[src/rtl/if_stage_pkg.sv]
// rtl/if_stage_pkg.sv - shared encodings and constants for the instruction fetch stage
package if_stage_pkg;

    typedef enum logic [1:0] {
        NPC_PC4 = 2'd0,
        NPC_BR  = 2'd1,
        NPC_J   = 2'd2,
        NPC_JR  = 2'd3
    } npc_sel_e;

    localparam logic [31:0] RESET_PC_DEF  = 32'h0000_3000;
    localparam logic [31:0] PC_MAX_DEF    = 32'h0000_FFFC;
    localparam logic [31:0] NOP_INSTR_DEF = 32'h0000_0000;

    // Opcode field values of the control-flow instructions that drive npc_sel
    localparam logic [5:0] OP_SPECIAL = 6'h00;
    localparam logic [5:0] OP_BEQ     = 6'h04;
    localparam logic [5:0] OP_J       = 6'h02;
    localparam logic [5:0] OP_JAL     = 6'h03;

endpackage

[src/rtl/if_stage_npc_calc.sv]
// rtl/if_stage_npc_calc.sv - combinational next-PC selection for the fetch stage
module if_stage_npc_calc
    import if_stage_pkg::*;
(
    input  logic [31:0] pc,
    input  logic [31:0] ifid_pc4,
    input  logic [1:0]  npc_sel,
    input  logic        br_taken,
    input  logic [15:0] imm16,
    input  logic [25:0] imm26,
    input  logic [31:0] jr_target,
    output logic [31:0] next_pc,
    output logic        redirect,
    output logic        jr_misaligned
);

    logic [31:0] pc4;
    logic [31:0] br_target;

    assign pc4 = pc + 32'd4;
    // Branches and jumps are relative to the instruction in ID, not the fetch PC
    assign br_target = ifid_pc4 + {{14{imm16[15]}}, imm16, 2'b00};

    always_comb begin
        next_pc       = pc4;
        redirect      = 1'b0;
        jr_misaligned = 1'b0;
        case (npc_sel_e'(npc_sel))
            NPC_PC4: begin
                next_pc = pc4;
            end
            NPC_BR: begin
                if (br_taken) begin
                    next_pc  = br_target;
                    redirect = 1'b1;
                end
            end
            NPC_J: begin
                next_pc  = {ifid_pc4[31:28], imm26, 2'b00};
                redirect = 1'b1;
            end
            NPC_JR: begin
                next_pc       = {jr_target[31:2], 2'b00};
                redirect      = 1'b1;
                jr_misaligned = (jr_target[1:0] != 2'b00);
            end
            default: begin
                next_pc = pc4;
            end
        endcase
    end

endmodule

[src/rtl/if_stage.sv]
// rtl/if_stage.sv - PC register, IF/ID pipeline register, stall/flush and fetch address checking
module if_stage
    import if_stage_pkg::*;
#(
    parameter logic [31:0] RESET_PC  = RESET_PC_DEF,
    parameter logic [31:0] PC_MAX    = PC_MAX_DEF,
    parameter logic [31:0] NOP_INSTR = NOP_INSTR_DEF
) (
    input  logic        clk,
    input  logic        rst,
    input  logic        stall,
    input  logic [1:0]  npc_sel,
    input  logic        br_taken,
    input  logic [15:0] imm16,
    input  logic [25:0] imm26,
    input  logic [31:0] jr_target,
    output logic [13:0] im_addr,
    input  logic [31:0] im_dout,
    output logic [31:0] pc,
    output logic [31:0] ifid_instr,
    output logic [31:0] ifid_pc4,
    output logic        ifid_valid,
    output logic        addr_err
);

    logic [31:0] next_pc;
    logic        redirect;
    logic        jr_misaligned;
    logic        range_err;

    assign im_addr = pc[15:2];

    if_stage_npc_calc u_npc_calc (
        .pc            (pc),
        .ifid_pc4      (ifid_pc4),
        .npc_sel       (npc_sel),
        .br_taken      (br_taken),
        .imm16         (imm16),
        .imm26         (imm26),
        .jr_target     (jr_target),
        .next_pc       (next_pc),
        .redirect      (redirect),
        .jr_misaligned (jr_misaligned)
    );

    // The PC still loads an out-of-range value; only the sticky flag records it
    assign range_err = (next_pc < RESET_PC) || (next_pc > PC_MAX);

    always_ff @(posedge clk or posedge rst) begin
        if (rst) begin
            pc         <= RESET_PC;
            ifid_instr <= NOP_INSTR;
            ifid_pc4   <= 32'd0;
            ifid_valid <= 1'b0;
            addr_err   <= 1'b0;
        end else if (!stall) begin
            pc <= next_pc;
            if (redirect) begin
                ifid_instr <= NOP_INSTR;
                ifid_pc4   <= 32'd0;
                ifid_valid <= 1'b0;
            end else begin
                ifid_instr <= im_dout;
                ifid_pc4   <= next_pc;
                ifid_valid <= 1'b1;
            end
            if (range_err || jr_misaligned) begin
                addr_err <= 1'b1;
            end
        end
    end

endmodule

[config.mk]
export PLATFORM = sky130hd
export DESIGN_NAME = if_stage
export DESIGN_NICKNAME = d
export VERILOG_FILES = /design/src/rtl/if_stage_pkg.sv /design/src/rtl/if_stage_npc_calc.sv /design/src/rtl/if_stage.sv
export SDC_FILE = /design/constraint.sdc
export NUM_CORES = 1
export LEC_CHECK = 0
export CAP_MARGIN = 20
export CELL_PAD_IN_SITES_DETAIL_PLACEMENT = 1
export CELL_PAD_IN_SITES_GLOBAL_PLACEMENT = 1
export CORE_ASPECT_RATIO = 1.5
export CORE_MARGIN = 3
export CORE_UTILIZATION = 38
export DETAILED_ROUTE_END_ITERATION = 10
export PLACE_DENSITY = 0.95
export SLEW_MARGIN = 20
export SYNTH_ARGS = -nofsm -noshare
export SYNTH_HDL_FRONTEND = slang
export SYNTH_HIERARCHICAL = 1
export SYNTH_SLANG_ARGS = --single-unit
[constraint.sdc]
create_clock -name clk -period 6.7 [get_ports clk]
set_clock_uncertainty 0.1 [all_clocks]
set_input_delay 1.34 -clock clk [delete_from_list [all_inputs] [get_ports clk]]
set_output_delay 1.34 -clock clk [all_outputs]
set_load 0.005 [all_outputs]
==> run metrics <==
slowest CP cell=a221oi_2; fin nets=1,112; dpl cells=1,206; 1st-iter DRT viols=423; adder-cell share of the synthesized area=5.61%; final setup violation count=0; final hold violations=0; Cell Area, Synth=7050 sq um; max-cap violations=0; Yosys reg bits=98; syn nets=927; worst setup path category=in2reg; Critical R2R Capture=addr_err$_DFFE_PP0P_; RR Startpoint=ifid_pc4[2]$_DFFE_PP0N_; I/O Buffers=223; Seq/Total Area, Yosys=34.8%; layout cells sized above 1=8.11%; Initial Utilization=39.0%; RePlAce Congestion=0.989; Leak=0.00404 uW; area delta synth->final=36.4%; cts hold-fix bufs=0; GRT Total Usage=29.3%; worst hold path startpoint=ifid_valid$_DFFE_PP0N_; data arrival time of the critical path=5.24 ns; TritonCTS clock tree=done; worst r2r path cells=12; vias per cell=6.03; Final ANT Viol Nets=0; worst path cell trace=clkdlybuf4s50_1 > ha_1 > fa_1 > a21o_1 > a221oi_2 > or3_4 > a31oi_4 > o311ai_1 > mux2i_1 > nor2_1 > nor4_1 > nand4_1 > o32a_1; Max Root-Sink Buffers=2; setup tns final=0 ns; NetSw=829 uW; DP HPWL=23.1 mm; cells after synthesis=784; vias post-DR=7,367; Worst-Margin Slew=0.831 ns; leading cell types in the layout, fill and taps excluded=clkdlybuf4s50_1, nand2_1, dfrtp_1; unrepaired setup endpoints after global routing=false; Resize count post-CTS=0; first-pass GRT wire length=45.5 mm; DR WL/cell=24.4 um; Min-Delay Path Class=reg2reg; global route total overflow=0; Reg clk slew, reported paths=0.08 ns; Clock Power Share=24.5%; most common cell after layout, fill and taps aside=clkdlybuf4s50_1; CP delay by family, top=compound AO/OA/AOI/OAI gates; post-synthesis xor/xnor area fraction=5.84%; CP Launch Type=primary input; Yosys cell types=78; Core Util, Final=53.2%; CP max FO=5; Core Box Area=18,100 sq um; asr flop ratio synth=100%; CTS Buf Count=9; I/O Pins=224; fillers=2,085; PwrDens=228 nW/um^2; simple-gate share of the synthesized area=18.9%; Final Critical Period=5.09 ns; Comb pwr share=39.9%; vias in the first global route=7,968; postcts setup bufs=0; ant diodes=0; status=completed; Root Buffer=clkbuf_16; DRC Markers=0; die height=173 um; Post-synth EDFFs=0; Max Clk Rate=0.196 GHz; total wire length=29.8 mm; R2R setup slack=2.57 ns; Slew HR=44.6%; Worst Hold Depth=1; Tcrit/Tclk final=76.0%; mux cell area share after synthesis=6.94%; Peak VDD IR=0.159 mV; final std cells w/o fill=1,222; power share of the sequential group=35.5%; clock sink count=98; max-slew violations=0; largest family of logic cells by synthesized area=compound AO/OA/AOI/OAI gates; compound-cell area share of the yosys netlist=22.7%; CP Buf/Inv Count=1; final worst slack=1.61 ns; initial antenna violation count=0; Die Area=20,300 sq um; Critical Path End Type=flip-flop; Switching Share=37.7%; Post-synth top flop=dfrtp_1; Place WS=1.46 ns; slowest cell delay on critical path=0.55 ns; Mean Syn Cell Area=8.99 sq um; chip width=117 um; largest net degree at the start of global routing=59; H-tree levels=3; TritonRoute pass-1 iters=5; Int Pwr=1370 uW; Worst Hold End=ifid_valid$_DFFE_PP0N_; worst-skew pair later-pin latency=0.36 ns; # rows=60; Data required, critical path=6.85 ns; yosys warns=6
## routing by layer
layer	global-route usage [%]	vias up	share of wire, %
li1	-	3243	-
met1	32.0	3632	35
met2	50.8	370	51
met3	4.38	122	5.5
met4	19.7	0	8.2
met5	0	-	0
## sequential cells by signal (all words and copies together) (netlist names)
name,count
pc,32
ifid_instr,32
addr_err,1
ifid_valid,1
ifid_pc4,32
## worst max-delay path by stage
stage               startpoint              endpoint  slack (ns)  cells after the start
finish                imm16[0]  addr_err$_DFFE_PP0P_        1.61                     13
global route         imm16[15]  addr_err$_DFFE_PP0P_        1.38                     12
CTS                   imm16[0]  addr_err$_DFFE_PP0P_        1.72                     13
detailed placement   imm16[15]  addr_err$_DFFE_PP0P_        1.46                     12
global placement     imm16[15]  addr_err$_DFFE_PP0P_        1.57                     12
floorplan             imm16[0]  addr_err$_DFFE_PP0P_        2.46                     12
## Yosys cell counts, types with 5 or more instances
cell type	number	area (sq um)
inv_1	11	41.3
o221ai_1	11	96.3
o211ai_1	6	45.0
xor2_1	22	193
mux2_2	23	259
o21ai_0	41	205
nor4_1	7	43.8
nor2_1	42	158
a21oi_1	46	230
mux4_2	6	135
o22ai_1	5	31.3
buf_4	21	158
mux2i_1	8	80.1
xnor2_1	25	219
nand2_1	131	492
buf_2	13	65.1
nor3_1	12	60.1
and2_1	8	50.1
dfrtp_1	96	2400
a22o_1	48	420
and3_1	13	81.3
ha_1	30	375
nand4_1	13	81.3
a21o_1	8	60.1
clkbuf_1	16	60.1
nand3_1	15	75.1
a31oi_1	5	31.3
o21ai_1	5	25.0
nor2b_1	15	93.8
a211oi_1	9	67.6
## power by group through the flow
stage	clock (uW)	combinational (uW)	sequential (uW)
2_1_floorplan	0	463	760
3_3_place_gp	0	833	785
5_1_grt	572	935	791
3_5_place_dp	0	859	790
4_1_cts	551	871	780
6_report	539	878	780
## metrics by stage
step / total power [uW] / instance area (sq um) / hold WS [ns]
6_report: 2200 / 9620 / 0.390
5_1_grt: 2300 / 9620 / 0.413
4_1_cts: 2200 / 9620 / 0.394
3_5_place_dp: 1650 / 9320 / 0.374
3_3_place_gp: 1620 / 9320 / 0.363
2_1_floorplan: 1220 / 7050 / 0.376
## area by class of cell
type                       count  area (sq um)  share of cell area [%]
inverter                      12          47.5                   0.494
sequential                    98          2450                    25.5
multi-input combinational    618          4230                    44.0
clock inverter                 7          78.8                   0.819
timing repair buffer         230          2270                    23.6
tap                          248           310                    3.23
clock buffer                   9           225                    2.34
## cell families (layout without fill, tap and decap cells)
family	after synthesis	after routing
flops	98	98
buf+inv	68	258
simple gates	277	277
mux	38	38
fa+ha+maj	31	31
xor+xnor	47	47
compound gates	225	225
Note: power is estimated with default switching activity, not from simulation.
